<file path="config.mk">
export PLATFORM = sky130hd
export DESIGN_NAME = load_store_unit_flat
export DESIGN_NICKNAME = d
export VERILOG_FILES = /design/src/rtl/lsu_mem_if.sv /design/src/rtl/load_store_unit.sv /design/src/flat_wrapper.sv
export SDC_FILE = /design/constraint.sdc
export NUM_CORES = 1
export LEC_CHECK = 0
export CAP_MARGIN = 20
export CORE_MARGIN = 4
export CORE_UTILIZATION = 38
export DETAILED_ROUTE_END_ITERATION = 8
export MAX_ROUTING_LAYER = met4
export PLACE_DENSITY = 0.77
export SLEW_MARGIN = 10
export SYNTH_ARGS = -nofsm -noshare
export SYNTH_HDL_FRONTEND = slang
export SYNTH_SLANG_ARGS = --single-unit
</file>
<file path="constraint.sdc">
create_clock -name clk -period 1.3 [get_ports clk]
set_input_delay 0.13 -clock clk [delete_from_list [all_inputs] [get_ports clk]]
set_output_delay 0.13 -clock clk [all_outputs]
set_load 0.03 [all_outputs]
</file>
<file path="src/rtl/lsu_mem_if.sv">
// Data-memory request/acknowledge bus between the load/store unit (master) and data memory (slave).
interface lsu_mem_if #(parameter int WIDTH = 32) ();
  logic             m_req;
  logic             m_we;
  logic [WIDTH-1:0] m_addr;
  logic [3:0]       m_be;
  logic [WIDTH-1:0] m_wdata;
  logic             m_ack;
  logic [WIDTH-1:0] m_rdata;

  modport master (output m_req, m_we, m_addr, m_be, m_wdata, input m_ack, m_rdata);
  modport slave  (input m_req, m_we, m_addr, m_be, m_wdata, output m_ack, m_rdata);
endinterface

</file>
<file path="src/rtl/load_store_unit.sv">
// Memory stage: one aligned load/store per start over a req/ack bus, returns the extended load word.
// Optional LSU_TIMEOUT_EN: bus_err after TIMEOUT unacknowledged REQ cycles.
module load_store_unit #(
  parameter int WIDTH   = 32,
  parameter int TIMEOUT = 255
) (
  input  logic             clk,
  input  logic             rst,
  input  logic             start,
  input  logic             mem_read,
  input  logic             mem_write,
  input  logic [1:0]       size,
  input  logic             unsigned_ld,
  input  logic [WIDTH-1:0] addr,
  input  logic [WIDTH-1:0] wdata,
  output logic             busy,
  output logic             done,
  output logic [WIDTH-1:0] rdata,
  output logic             misaligned,
  output logic             bus_err,
  lsu_mem_if.master        mem
);
  localparam int NUM_LANES = WIDTH / 8;

  typedef enum logic [1:0] {S_IDLE, S_REQ, S_DONE} state_t;
  state_t state, state_nxt;

  logic                         m_req, m_we;
  logic [WIDTH-1:0]             m_addr, m_wdata;
  logic [NUM_LANES-1:0]         m_be;
  logic [1:0]                   lat_size, lat_lo;
  logic                         lat_uns;
  logic                         reject, tmo_hit;
  logic [NUM_LANES-1:0]         be_nxt;
  logic [NUM_LANES-1:0][7:0]    wd_lane;
  logic [7:0]                   byte_sel;
  logic [15:0]                  half_sel;
  logic [WIDTH-1:0]             ld_ext;

  assign mem.m_req   = m_req;
  assign mem.m_we    = m_we;
  assign mem.m_addr  = m_addr;
  assign mem.m_be    = m_be;
  assign mem.m_wdata = m_wdata;

  assign busy = (state != S_IDLE);
  assign done = (state == S_DONE);

  // Illegal or misaligned requests complete without touching the bus.
  assign reject = (size == 2'b11) || (mem_read == mem_write) ||
                  (size == 2'b01 && addr[0]) || (size == 2'b10 && addr[1:0] != 2'b00);

  always_comb begin
    be_nxt = '1;
    case (size)
      2'b00:   be_nxt = 4'(4'b0001 << addr[1:0]);
      2'b01:   be_nxt = 4'(4'b0011 << addr[1:0]);
      default: be_nxt = '1;
    endcase
  end

  for (genvar i = 0; i < NUM_LANES; i++) begin : g_lane
    assign wd_lane[i] = (size == 2'b00) ? wdata[7:0] :
                        (size == 2'b01) ? wdata[8*(i%2) +: 8] : wdata[8*i +: 8];
  end

  always_comb begin
    byte_sel = mem.m_rdata[{lat_lo, 3'b000} +: 8];
    half_sel = mem.m_rdata[{lat_lo[1], 4'b0000} +: 16];
    ld_ext   = mem.m_rdata;
    case (lat_size)
      2'b00:   ld_ext = {{(WIDTH-8){~lat_uns & byte_sel[7]}}, byte_sel};
      2'b01:   ld_ext = {{(WIDTH-16){~lat_uns & half_sel[15]}}, half_sel};
      default: ld_ext = mem.m_rdata;
    endcase
  end

`ifdef LSU_TIMEOUT_EN
  localparam int CW = ($clog2(TIMEOUT + 1) > 8) ? $clog2(TIMEOUT + 1) : 8;
  logic [CW-1:0] tmo_cnt;

  // Limit hit on the TIMEOUT-th unacknowledged REQ cycle; an ack in that cycle still wins.
  assign tmo_hit = (tmo_cnt == CW'(TIMEOUT - 1));

  always_ff @(posedge clk) begin
    if (rst)                           tmo_cnt <= '0;
    else if (state == S_IDLE)          tmo_cnt <= '0;
    else if (state == S_REQ && !mem.m_ack) tmo_cnt <= tmo_cnt + 1'b1;
  end
`else
  assign tmo_hit = 1'b0;
`endif

  always_comb begin
    state_nxt = state;
    case (state)
      S_IDLE: if (start) state_nxt = reject ? S_DONE : S_REQ;
      S_REQ:  if (mem.m_ack || tmo_hit) state_nxt = S_DONE;
      S_DONE: state_nxt = S_IDLE;
      default: state_nxt = S_IDLE;
    endcase
  end

  always_ff @(posedge clk) begin
    if (rst) begin
      state      <= S_IDLE;
      m_req      <= 1'b0;
      m_we       <= 1'b0;
      m_addr     <= '0;
      m_be       <= '0;
      m_wdata    <= '0;
      rdata      <= '0;
      misaligned <= 1'b0;
      bus_err    <= 1'b0;
      lat_size   <= 2'b00;
      lat_lo     <= 2'b00;
      lat_uns    <= 1'b0;
    end else begin
      state <= state_nxt;
      case (state)
        S_IDLE: if (start) begin
          if (reject) begin
            misaligned <= 1'b1;
          end else begin
            m_req    <= 1'b1;
            m_we     <= mem_write;
            m_addr   <= {addr[WIDTH-1:2], 2'b00};
            m_be     <= be_nxt;
            m_wdata  <= wd_lane;
            lat_size <= size;
            lat_lo   <= addr[1:0];
            lat_uns  <= unsigned_ld;
          end
        end
        S_REQ: begin
          if (mem.m_ack) begin
            m_req <= 1'b0;
            if (!m_we) rdata <= ld_ext;
          end else if (tmo_hit) begin
            m_req   <= 1'b0;
            bus_err <= 1'b1;
          end
        end
        S_DONE: begin
          misaligned <= 1'b0;
          bus_err    <= 1'b0;
        end
        default: ;
      endcase
    end
  end
endmodule

</file>
<file path="src/flat_wrapper.sv">
// flat-port wrapper written by rule: the top's interface ports become plain ports
module load_store_unit_flat 
#(
  parameter int WIDTH   = 32,
  parameter int TIMEOUT = 255
)
  (clk, rst, start, mem_read, mem_write, size, unsigned_ld, addr, wdata, busy, done, rdata, misaligned, bus_err, mem_m_req, mem_m_we, mem_m_addr, mem_m_be, mem_m_wdata, mem_m_ack, mem_m_rdata);
  lsu_mem_if #(.WIDTH(WIDTH)) mem_i ();
  input  logic clk;
  input  logic rst;
  input  logic start;
  input  logic mem_read;
  input  logic mem_write;
  input  logic [1:0] size;
  input  logic unsigned_ld;
  input  logic [WIDTH-1:0] addr;
  input  logic [WIDTH-1:0] wdata;
  output logic busy;
  output logic done;
  output logic [WIDTH-1:0] rdata;
  output logic misaligned;
  output logic bus_err;
  output wire logic [$bits(mem_i.m_req)-1:0] mem_m_req;
  output wire logic [$bits(mem_i.m_we)-1:0] mem_m_we;
  output wire logic [$bits(mem_i.m_addr)-1:0] mem_m_addr;
  output wire logic [$bits(mem_i.m_be)-1:0] mem_m_be;
  output wire logic [$bits(mem_i.m_wdata)-1:0] mem_m_wdata;
  input wire logic [$bits(mem_i.m_ack)-1:0] mem_m_ack;
  input wire logic [$bits(mem_i.m_rdata)-1:0] mem_m_rdata;
  assign mem_m_req = mem_i.m_req;
  assign mem_m_we = mem_i.m_we;
  assign mem_m_addr = mem_i.m_addr;
  assign mem_m_be = mem_i.m_be;
  assign mem_m_wdata = mem_i.m_wdata;
  assign mem_i.m_ack = mem_m_ack;
  assign mem_i.m_rdata = mem_m_rdata;
  load_store_unit #(.WIDTH(WIDTH), .TIMEOUT(TIMEOUT)) u_core (.clk(clk), .rst(rst), .start(start), .mem_read(mem_read), .mem_write(mem_write), .size(size), .unsigned_ld(unsigned_ld), .addr(addr), .wdata(wdata), .busy(busy), .done(done), .rdata(rdata), .misaligned(misaligned), .bus_err(bus_err), .mem(mem_i));
endmodule
</file>
* Word level (Yosys, flattened, before mapping)
Cells that the tools add are included.
** Storage, ports and cells
- Output and inout port bits :: 106
- Logic and storage cells :: 66
- Input port bits :: 105
- Register bits :: 108
** Cells by class
- Muxes and demuxes :: 18
- Bitwise logic cells :: 5
- Equal/unequal tests :: 11
- Shifts and indexed selects :: 4
- Reductions and logical operators :: 17
** Operator list (number)
- one-hot mux 32 bit (2 select lines) :: 1
- two-way mux 8 bit :: 5
- indexed part select 32 x 6 -> 16 bit :: 1
- indexed part select 32 x 6 -> 8 bit :: 1
- AND reduction 3 bit :: 3
- one-hot mux 4 bit (2 select lines) :: 1
- nonzero test 2 bit :: 4
- == test 2 x 1 -> 1 bit (second input constant) :: 3
- == test 2 bit (second input constant) :: 3
- logical NOT 2 bit :: 3
- two-way mux 2 bit :: 3
- inequality test 2 bit (second input constant) :: 3
- two-way mux 1 bit :: 5
- one-hot mux 1 bit (2 select lines) :: 2
- one-hot mux 2 bit (2 select lines) :: 1
- AND reduction 4 bit :: 1
- << shifter 1 x 2 -> 4 bit (first input constant) :: 1
- << shifter 2 x 2 -> 4 bit (first input constant) :: 1
- logical OR 1 bit :: 3
- NOT 1 bit :: 3
- AND 1 bit :: 2
- logical AND 1 bit :: 2
- inequality test 2 x 1 -> 1 bit (second input constant) :: 1
- AND reduction 2 bit :: 1
- == test 1 bit :: 1

* Depth between registers and ports, before layout
Gate-level depths: netlist (run 1).
- Word-level depth :: 7
- Depth in mapped cells :: 7
- Depth with buffers taken out :: 4

* Worst setup path after synthesis (run 1)
OpenSTA, ideal clock, no wires.
- Path kind :: register to register
- Start point :: register u_core.lat_lo[0]
- End point :: register u_core.rdata[0]
- Path slack :: -0.109 ns
- Data required time :: 1.158 ns
- Period minus slack after synthesis :: 1.409 ns
- Arrival time :: 1.267 ns
- Path buffers :: 1
- Stages on the path, launching flop included :: 6
- Library setup time :: 0.142 ns
- Path through :: dfxtp_1 -> nor2b_1 -> buf_4 -> mux4_2 -> nand2_1 -> a311oi_1
** Between the ends
- Cells in the longest elaborated chain, start to end :: 2
** Ends and longest elaborated chain
- start: declaration :: line load_store_unit.sv:31 : logic [1:0] lat_size, lat_lo;
- start signal: assignment :: line load_store_unit.sv:131 : lat_lo <= addr[1:0];
- indexed part select 32 x 6 -> 8 bit :: line load_store_unit.sv:68 : byte_sel = mem.m_rdata[{lat_lo, 3'b000} +: 8];
- one-hot mux 32 bit (2 select lines) :: line load_store_unit.sv:71 : case (lat_size)
- end signal: assignment :: line load_store_unit.sv:138 : if (!m_we) rdata <= ld_ext;
- end: declaration :: line load_store_unit.sv:18 : output logic [WIDTH-1:0] rdata,
Every way passes these cells.
A chain may end at the register's enable or synchronous reset.

* Final worst setup path (run 1)
- Start point :: input port mem_write
- End point :: register u_core.m_addr[13] (netlist: u_core.mem.m_addr[13])
** Between the ends
- Cells in the longest elaborated chain, start to end :: 6
** Ends and longest elaborated chain
- start: declaration :: line flat_wrapper.sv:13 : input logic mem_write;
- == test 1 bit :: line load_store_unit.sv:50 : assign reject = (size == 2'b11) || (mem_read == mem_write) ||
- logical OR 1 bit (2 in a row) :: line load_store_unit.sv:50
- logical OR 1 bit :: line load_store_unit.sv:51 : (size == 2'b01 && addr[0]) || (size == 2'b10 && addr[1:0] != 2'b00);
- NOT 1 bit (no line)
- AND reduction 3 bit (no line)
- end signal: assignment :: line load_store_unit.sv:127 : m_addr <= {addr[WIDTH-1:2], 2'b00};
- end: declaration :: line load_store_unit.sv:29 : logic [WIDTH-1:0] m_addr, m_wdata;
Every way passes these cells.

==> reports/metrics.yaml, run 1 <==
worst_setup_path:
  r2r_start: "u_core.state[1]"
  slowest_delay_ns: 0.54
  critical_path.startpoint_type: "input port"
  r2r_slack_ns: -0.21
  crit_family: "buffers and inverters"
  cp_data_arrival_time_ns: 1.79
  crit_buf_inv: 3
  cp_max_fo: 8
  r2r-end: "u_core.rdata[17]"
  crit_path_frequent_cell: "buf_12"
  ff2ff_path_depth: 6
  cp.required_ns: 1.58
  crit_chain: "clkdlybuf4s50_1 > xor2_2 > and4_4 > buf_12 > buf_12 > nand2_1 > a21oi_2"
  crit_path_end_kind: "flip-flop"
  slowest_stage: "clkdlybuf4s50_1"
  criticalPathCategory: "in2reg"
timing:
  finalSetupViolations: 105
  max_freq_ghz: 0.662
  setup_ws_ns: -0.211
  hold_viol: 0
  rsz0062_at_grt: "yes"
  finalClockSkew_ns: 0.0111
  period_minus_slack_ns: 1.51
  slew_violations: 0
  min_period_over_period: 1.16
clock_tree:
  cts_root_buf: "clkbuf_16"
  htree_levels: 3
  clock_latency_ns: 0.35
  path_clk_slew_ns: 0.08
  cts_made_buffers: 9
  clkSinkCount: 108
  tritoncts: "yes"
  clk_path_buf_depth: 2
grt:
  antenna_found_initial: 0
  top_usage_layer: "met2"
  grt_max_degree: 33
  grt_util_met3: 0.0627
  grtUsageTotal: 0.236
  grt_first_pass_wirelength_um: 26600
  grt_pass1_vias: 5325
  grt-ovfl-total: 0
  grtUsageMet2: 0.402
  grt_util_met1: 0.269
floorplanning:
  die_height_um: 120
  rows: 40
  start_util: 0.391
  ios: 211
  core_um2: 12100
  die_area_um2: 14300
  die_w_um: 120
min_path:
  min_path_type: "in2reg"
  min_path_cells: 3
  hp-start: "size[1]"
  min_to: "u_core.mem.m_be[2]"
placement:
  io_buffers: 207
  place_hpwl_um: 12400
  place_inst: 972
  gp_congestion: 0.859
power:
  swShare: 0.286
  p_per_area_nw_per_um2: 940
  power_frac_comb: 0.232
  power_leakage_nw: 3.72
  p_sw_w: 0.00236
  p_clk_frac: 0.342
  seqPwrFrac: 0.426
  vdd_drop_max_mv: 0.715
  p_int_w: 0.00588
  power.total_w: 0.00824
synth:
  synthFlopType: "dfxtp_1"
  postSynthAreaPerCell_um2: 8.22
  netlist_instances: 576
  synth_area_um2: 4730
  ys_seq_elements: 108
  yosysUniqueCellTypes: 37
  async_reset_ff_frac: 0
  synth-edff-count: 0
  ys_seq_area_frac: 0.457
  yosys_warnings: 0
routing:
  num_vias: 5450
  ant_nets: 0
  dr.pass1.iters: 5
  wl_um: 18900
  remaining_drc_errors: 0
  wl_per_cell_um: 18.8
  drt_iter0_drc: 330
  vias_per_cell: 5.41
job:
  cap_violations: 0
layout:
  fin_cells: 1007
  area_growth_pct: 85.2
  finalNetCount: 939
  utilization: 0.724
  num_antenna_cells: 0
  layout-drive-gt1-share: 0.341
run_status:
  outcome: "complete, but fails checks"
  failed_checks: "negative setup slack"
worst reg2reg max path, delay by kind of cell, from the launching register on:
family / cells / cell delay [ns]
AND/OR/NAND/NOR: 2 / 0.48
buffers and inverters: 3 / 0.36
flip-flops: 1 / 0.33
AO/OA/AOI/OAI: 1 / 0.24
layer usage:
metal / part of all wire / vias to the layer above
li1: - / 2513
met1: 0.39 / 2623
met2: 0.50 / 269
met3: 0.082 / 45
met4: 0.029 / 0
met5: 0 / -
cells by family (layout without fill, tap and decap cells):
family	Yosys count	in the layout	share of synthesized area
and+or+nand+nor	236	236	0.203
DFF	108	108	0.457
buffers and inverters	53	314	0.0542
other	1	3	0.000792
xor gates and xnor gates	1	1	0.00185
muxes	34	34	0.0923
AOI/OAI and AO/OA	143	143	0.191
synth_stat cells, types with 2 or more instances:
master / n / area [um^2]
a211oi_1: 32 / 240
a21boi_0: 7 / 52.6
a21oi_1: 56 / 280
a311oi_1: 16 / 140
buf_1: 4 / 15.0
buf_2: 10 / 50.1
buf_4: 10 / 75.1
clkbuf_1: 25 / 93.8
dfxtp_1: 108 / 2160
inv_1: 3 / 11.3
mux2_2: 7 / 78.8
mux2i_1: 20 / 200
mux4_2: 7 / 158
nand2_1: 160 / 601
nand2b_1: 2 / 12.5
nand3b_1: 4 / 30.0
nand4_1: 2 / 12.5
nor2_1: 49 / 184
nor2b_1: 4 / 25.0
nor3_1: 8 / 40.0
o21ai_0: 23 / 115
o21ai_1: 2 / 10.0
o41ai_1: 2 / 17.5
or2_2: 2 / 12.5
metrics by stage:
| stage | area [um^2] | hold slack, ns | TNS, ns | setup slack [ns] |
|---|---|---|---|---|
| floorplan | 4790 | 0.258 | -3.05 | -0.0861 |
| global placement | 7440 | 0.442 | -43.42 | -0.494 |
| detailed placement | 7440 | 0.449 | -47.56 | -0.553 |
| CTS | 7920 | 0.152 | -13.81 | -0.220 |
| global route | 8770 | 0.191 | -21.45 | -0.275 |
| finish | 8770 | 0.198 | -13.83 | -0.211 |
power groups by stage:
stage | sequential (W) | clock (W) | combinational (W)
2_1_floorplan | 0.00379 | 0 | 0.000526
3_3_place_gp | 0.00357 | 0 | 0.00158
3_5_place_dp | 0.00358 | 0 | 0.00161
4_1_cts | 0.00350 | 0.00285 | 0.00161
5_1_grt | 0.00352 | 0.00299 | 0.00201
6_report | 0.00351 | 0.00282 | 0.00191
flip-flops by register name (all words and copies together), names as in the netlist:
name and count:
u_core.lat_lo 2, u_core.lat_size 2, u_core.lat_uns 1, u_core.mem.m_addr 30, u_core.mem.m_be 4, u_core.mem.m_req 1
u_core.mem.m_wdata 32, u_core.mem.m_we 1, u_core.misaligned 1, u_core.rdata 32, u_core.state 2
final cells by class:
| class | instances | area [um^2] |
|---|---|---|
| flip-flops and latches | 108 | 2170 |
| clock buffers | 10 | 239 |
| inverters | 3 | 11.3 |
| multi-input cells | 417 | 3100 |
| well taps | 168 | 210 |
| clock inverters | 6 | 62.6 |
| fillers | 840 | 3350 |
| repair buffers | 295 | 2970 |
repair_timing:
item	4_1_cts	5_1_grt
gates cloned	3	7
pin swaps	8	99
gates resized for setup	141	206
hold buffers	0	0
setup endpoints to repair	206	115
buffers inserted	7	3
cell usage in the layout, fill, tap and decap left out, types with 16 or more instances in the layout:
cell	netlist	layout
nand2_1	160	112
dfxtp_1	108	102
clkdlybuf4s50_1	0	101
dlygate4sd2_1	0	88
buf_4	10	54
a21oi_2	1	50
nor2_1	49	42
nand2_4	0	33
o21ai_0	23	23
mux2i_1	20	17
a211oi_2	1	16
a211oi_1	32	16
worst max-delay path by stage:
stage | startpoint | to | slack, ns | cells after the start
after floorplan | u_core.state[1] | u_core.rdata[22] | -0.09 | 5
after global placement | mem_write | u_core.mem.m_addr[22] | -0.49 | 7
after detailed placement | mem_write | u_core.mem.m_wdata[23] | -0.55 | 6
after CTS | u_core.state[0] | busy | -0.22 | 3
after global routing | u_core.state[0] | u_core.mem.m_addr[13] | -0.28 | 6
final | mem_write | u_core.mem.m_addr[13] | -0.21 | 7
Note: power is estimated with default switching activity, not from simulation.
==> run 2: changes to the inputs <==
--- a/config.mk
+++ b/config.mk
@@ -5,12 +5,15 @@
 export SDC_FILE = /design/constraint.sdc
 export NUM_CORES = 1
 export LEC_CHECK = 0
+export ABC_CLOCK_PERIOD_IN_PS = 1300
 export CAP_MARGIN = 20
+export CELL_PAD_IN_SITES_DETAIL_PLACEMENT = 0
+export CELL_PAD_IN_SITES_GLOBAL_PLACEMENT = 1
 export CORE_MARGIN = 4
-export CORE_UTILIZATION = 38
+export CORE_UTILIZATION = 27
 export DETAILED_ROUTE_END_ITERATION = 8
 export MAX_ROUTING_LAYER = met4
-export PLACE_DENSITY = 0.77
+export PLACE_DENSITY_LB_ADDON = 0.1
 export SLEW_MARGIN = 10
 export SYNTH_ARGS = -nofsm -noshare
 export SYNTH_HDL_FRONTEND = slang
==> run 2 against run 1 <==
  * The flow still finishes with violations (negative setup slack)
  * Register-to-register slack improved by 0.04 ns
  * Combinational power barely moved
  * Clock skew fell by 0.0024 ns
  * Cell count rose by 7.8%
  * Largest cell class is now buffers
  * Largest power group unchanged
  * Highest routed layer unchanged
==> reports/metrics.yaml, run 2 (synthesis gave the netlist of run 1 again) <==
run_status:
  outcome: "complete, but fails checks"
  failed_checks: "negative setup slack"
worst_setup_path:
  ff2ff_path_depth: 6
  critical_path.startpoint: "u_core.state[1]"
  criticalPathCategory: "reg2reg"
  r2r_start: "u_core.state[1]"
  slowest_stage: "dfxtp_2"
  cp_max_fo: 6
  crit_family: "simple AND/OR/NAND/NOR gates"
  r2r-end: "u_core.mem.m_wdata[15]"
  cp.required_ns: 1.53
  crit_buf_inv: 3
  r2r_slack_ns: -0.17
  cp_data_arrival_time_ns: 1.71
  slowest_delay_ns: 0.33
  crit_path_end_kind: "flip-flop"
  critical_path.startpoint_type: "flip-flop"
  crit_chain: "nor3b_2 > and4_4 > buf_12 > buf_4 > clkbuf_16 > a311oi_1"
min_path:
  min_to: "u_core.mem.m_we"
  hp-start: "mem_write"
  min_path_type: "in2reg"
  min_path_cells: 3
layout:
  seqCellArea_um2: 2170
  layout-drive-gt1-share: 0.335
  final_common_cell: "nand2_1"
  top_regs: "u_core.mem.m_wdata (32), u_core.rdata (32), u_core.mem.m_addr (30)"
  layout_common_cells: "nand2_1, dfxtp_1, clkdlybuf4s50_1"
  area_growth_pct: 89.5
  multi_input_area_um2: 3020
  nFillCells: 1617
  finalNetCount: 961
clock_tree:
  clk_path_buf_depth: 2
  cts_root_buf: "clkbuf_16"
  cts_made_buffers: 9
  cts-hold-fix-buffers: 0
  htree_levels: 3
  clock_latency_ns: 0.35
  clkSinkCount: 108
  path_clk_slew_ns: 0.07
  tritoncts: "yes"
routing:
  wl_per_cell_um: 17.4
  drt_iter0_drc: 175
  wl_um: 18800
  num_vias: 5220
  remaining_drc_errors: 0
  ant_nets: 0
  vias_per_cell: 4.81
  dr.pass1.iters: 4
power:
  p_sw_w: 0.00232
  vdd_drop_max_mv: 0.626
  p_per_area_nw_per_um2: 903
  power_leakage_nw: 3.80
  power.total_w: 0.00809
  p_int_w: 0.00577
  p_clk_frac: 0.329
  power_frac_comb: 0.238
  swShare: 0.287
  seqPwrFrac: 0.433
floorplanning:
  core_um2: 17200
  start_util: 0.275
  die_w_um: 140
  die_height_um: 140
  die_area_um2: 19700
  rows: 48
  ios: 211
timing:
  setup_ws_ns: -0.174
  max_freq_ghz: 0.678
  rsz0062_at_grt: "yes"
  setup_tns_ns: -12.24
  finalSetupViolations: 106
  hold_viol: 0
  period_minus_slack_ns: 1.47
  finalClockSkew_ns: 0.00864
  slew_violations: 0
  min_period_over_period: 1.13
grt:
  top_usage_layer: "met2"
  grt_util_met1: 0.237
  grtUsageMet2: 0.298
  grtUsageTotal: 0.188
  antenna_found_initial: 1
  grt_first_pass_wirelength_um: 28700
  grt_pass1_vias: 5277
  grt_max_degree: 32
  grt-ovfl-total: 0
  grt_util_met3: 0.0420
placement:
  io_buffers: 207
  gp_congestion: 0.828
  place_ws_ns: -0.620
  place_hpwl_um: 13000
job:
  cap_violations: 0
[run 2: power by group through the flow]
stage	clock network (W)	logic, W	registers, W
2_1_floorplan	0	0.000526	0.00379
3_3_place_gp	0	0.00164	0.00357
3_5_place_dp	0	0.00165	0.00358
4_1_cts	0.00274	0.00179	0.00350
5_1_grt	0.00288	0.00205	0.00352
6_report	0.00266	0.00193	0.00350
[run 2: worst max-delay path by stage]
stage | end | cells after the start
floorplan | u_core.rdata[22] | 5
global placement | u_core.mem.m_be[2] | 7
detailed placement | u_core.mem.m_wdata[20] | 6
CTS | u_core.mem.m_wdata[9] | 7
global route | u_core.mem.m_wdata[14] | 6
finish | u_core.mem.m_wdata[15] | 6
[run 2: area by class of cell]
class                   instances  area share
repair buffers                317       0.357
flip-flops and latches        108       0.242
clock inverters                 3     0.00251
multi-input cells             417       0.337
diodes                          1    0.000279
well taps                     225      0.0314
inverters                       3     0.00126
clock buffers                  12      0.0286
[run 2: metal layers]
metal,share of wire,up-vias,wire length [um]
met1,0.44,2493,8300
met2,0.48,159,9060
met4,0.019,0,357
met5,0,-,0
met3,0.060,22,1120
li1,-,2546,-
[run 2: metrics by stage]
step / area [um^2] / hold slack (ns) / util / std cells
after floorplan: 4790 / 0.258 / - / 578
after global placement: 7640 / 0.442 / 0.443 / 1042
after detailed placement: 7640 / 0.449 / 0.443 / 1042
after CTS: 8400 / 0.202 / 0.488 / 1074
after global routing: 8970 / 0.129 / 0.520 / 1086
final: 8970 / 0.123 / 0.520 / 1086
[run 2: worst min-delay path: cells and delay by family]
family / cells / cell delay [ns]
compound gates: 1 / 0.04
buf+inv: 1 / 0.18
simple gates: 1 / 0.09
[run 2: timing repair]
action,in CTS,in global routing
setup buffers,9,10
pin swaps,52,69
gates resized for setup,190,141
endpoints found under the setup margin,206,112
gates cloned,9,7
==> run 3: changes to the inputs <==
--- a/config.mk
+++ b/config.mk
@@ -7,7 +7,7 @@
 export LEC_CHECK = 0
 export ABC_CLOCK_PERIOD_IN_PS = 1300
 export CAP_MARGIN = 20
-export CELL_PAD_IN_SITES_DETAIL_PLACEMENT = 0
+export CELL_PAD_IN_SITES_DETAIL_PLACEMENT = 1
 export CELL_PAD_IN_SITES_GLOBAL_PLACEMENT = 1
 export CORE_MARGIN = 4
 export CORE_UTILIZATION = 27
==> run 3 against run 2 <==
  * The flow still finishes with violations (negative setup slack)
  * Combinational power grew 6%
  * Cell count up 0.92%
  * Critical path depth grew 1
  * Fmax is 2.9% lower
  * Largest power group unchanged
==> reports/metrics.yaml, run 3 (synthesis gave the netlist of run 1 again) <==
clock_tree:
  htree_levels: 3
  cts_root_buf: "clkbuf_16"
  cts-hold-fix-buffers: 0
  clk_path_buf_depth: 2
  clkSinkCount: 108
  clock_latency_ns: 0.35
  path_clk_slew_ns: 0.08
  tritoncts: "yes"
  cts_made_buffers: 9
layout:
  nFillCells: 1920
  area_growth_pct: 93.9
  final_common_cell: "nand2_1"
  layout-drive-gt1-share: 0.353
  layout_common_cells: "nand2_1, dfxtp_1, clkdlybuf4s50_1"
  seqCellArea_um2: 2170
  top_regs: "u_core.mem.m_wdata (32), u_core.rdata (32), u_core.mem.m_addr (30)"
  fin_cells: 1096
  utilization: 0.532
  multi_input_area_um2: 3030
  fin_area_um2: 9180
  finalNetCount: 970
placement:
  dpl_cell_area_um2: 7640
  place_ws_ns: -0.634
  gp_congestion: 0.828
  place_inst: 1042
  place_hpwl_um: 14500
  io_buffers: 207
routing:
  dr.pass1.iters: 4
  vias_per_cell: 4.92
  wl_per_cell_um: 19.6
  ant_nets: 0
  drt_iter0_drc: 159
  remaining_drc_errors: 0
  num_vias: 5391
  wl_um: 21500
timing:
  min_period_over_period: 1.17
  finalClockSkew_ns: 0.00634
  slew_headroom: 0.659
  max_freq_ghz: 0.659
  finalSetupViolations: 107
  rsz0062_at_grt: "yes"
  hold_viol: 0
  slew_violations: 0
  period_minus_slack_ns: 1.52
  tightest_slew_ns: 0.507
  setup_ws_ns: -0.217
power:
  vdd_drop_max_mv: 0.731
  p_per_area_nw_per_um2: 914
  power_leakage_nw: 3.83
  p_clk_frac: 0.338
  p_int_w: 0.00599
  power.total_w: 0.00839
  swShare: 0.286
  p_sw_w: 0.00240
  power_frac_comb: 0.244
  seqPwrFrac: 0.418
worst_setup_path:
  r2r_slack_ns: -0.22
  r2r_start: "u_core.state[1]"
  r2r-end: "u_core.mem.m_wdata[14]"
  cp_max_fo: 5
  cp_data_arrival_time_ns: 1.78
  critical_path.startpoint_type: "flip-flop"
  crit_path_end_kind: "flip-flop"
  ff2ff_path_depth: 7
  cp.required_ns: 1.56
  criticalPathCategory: "reg2reg"
run_status:
  failed_checks: "negative setup slack"
  outcome: "complete, but fails checks"
floorplanning:
  die_area_um2: 19700
  die_height_um: 140
  die_w_um: 140
  core_um2: 17200
  rows: 48
  start_util: 0.275
  ios: 211
min_path:
  min_to: "u_core.lat_lo[0]"
  min_path_type: "in2reg"
  hp-start: "rst"
  min_path_cells: 2
grt:
  grt-ovfl-total: 0
  grt_pass1_vias: 6032
  antenna_found_initial: 0
  grt_first_pass_wirelength_um: 33100
  grt_max_degree: 32
  grtUsageTotal: 0.215
job:
  cap_violations: 0
==> run 3: changes by cell type in the layout (fill, tap and decap cells not counted), sizes merged, moves of 3 or more <==
cell	delta
buf	+12
dlygate4sd2	-7
clkinvlp	-3
clkdlybuf4s15	+5
clkinv	+3
==> run 3: worst max-delay path by stage <==
stage	slack, ns	to	start	cells after the start
final	-0.22	u_core.mem.m_wdata[14]	u_core.state[1]	7
after global routing	-0.30	u_core.mem.m_wdata[8]	u_core.state[1]	7
after CTS	-0.24	u_core.rdata[18]	u_core.state[1]	8
after detailed placement	-0.63	u_core.mem.m_wdata[23]	size[1]	6
after global placement	-0.58	u_core.mem.m_be[2]	addr[1]	7
after floorplan	-0.09	u_core.rdata[22]	u_core.state[1]	5
==> run 3: timing repair <==
action | CTS | global route
endpoints found under the setup margin | 208 | 116
pin swaps | 67 | 33
gates resized for setup | 253 | 97
cloned | 13 | 5
setup buffers | 17 | 11
==> run 3: worst max-delay path: stages (launching register included) <==
cell,delay (ns)
dfxtp_2,0.33
nor3b_2,0.22
and4_4,0.28
buf_12,0.13
buf_8,0.11
buf_12,0.11
nor2_2,0.04
a311oi_2,0.20
==> run 3: layer usage <==
layer,share of wire,global-route usage,vias up
met5,0,-,-
met4,0.021,0.0724,0
met3,0.053,0.0420,35
met2,0.51,0.372,153
met1,0.41,0.251,2645
li1,-,-,2558
==> run 3: metrics by stage <==
step | TNS (ns) | hold WS, ns
6_report | -15.15 | 0.244
2_1_floorplan | -3.05 | 0.258
4_1_cts | -16.36 | 0.194
3_3_place_gp | -45.70 | 0.442
3_5_place_dp | -52.43 | 0.449
5_1_grt | -24.06 | 0.268
==> run 3: cell type report <==
| type | instances | area share |
|---|---|---|
| multi-input cells | 417 | 0.330 |
| inverters | 3 | 0.00123 |
| flip-flops and latches | 108 | 0.237 |
| repair buffers | 326 | 0.369 |
| clock buffers | 12 | 0.0269 |
| well taps | 225 | 0.0307 |
| clock inverters | 4 | 0.00532 |
| diodes | 1 | 0.000273 |
==> run 3: power groups by stage <==
stage,logic (W),registers (W),clock network (W)
5_1_grt,0.00217,0.00353,0.00305
2_1_floorplan,0.000526,0.00379,0
3_5_place_dp,0.00168,0.00358,0
6_report,0.00205,0.00351,0.00283
3_3_place_gp,0.00164,0.00357,0
4_1_cts,0.00192,0.00350,0.00291
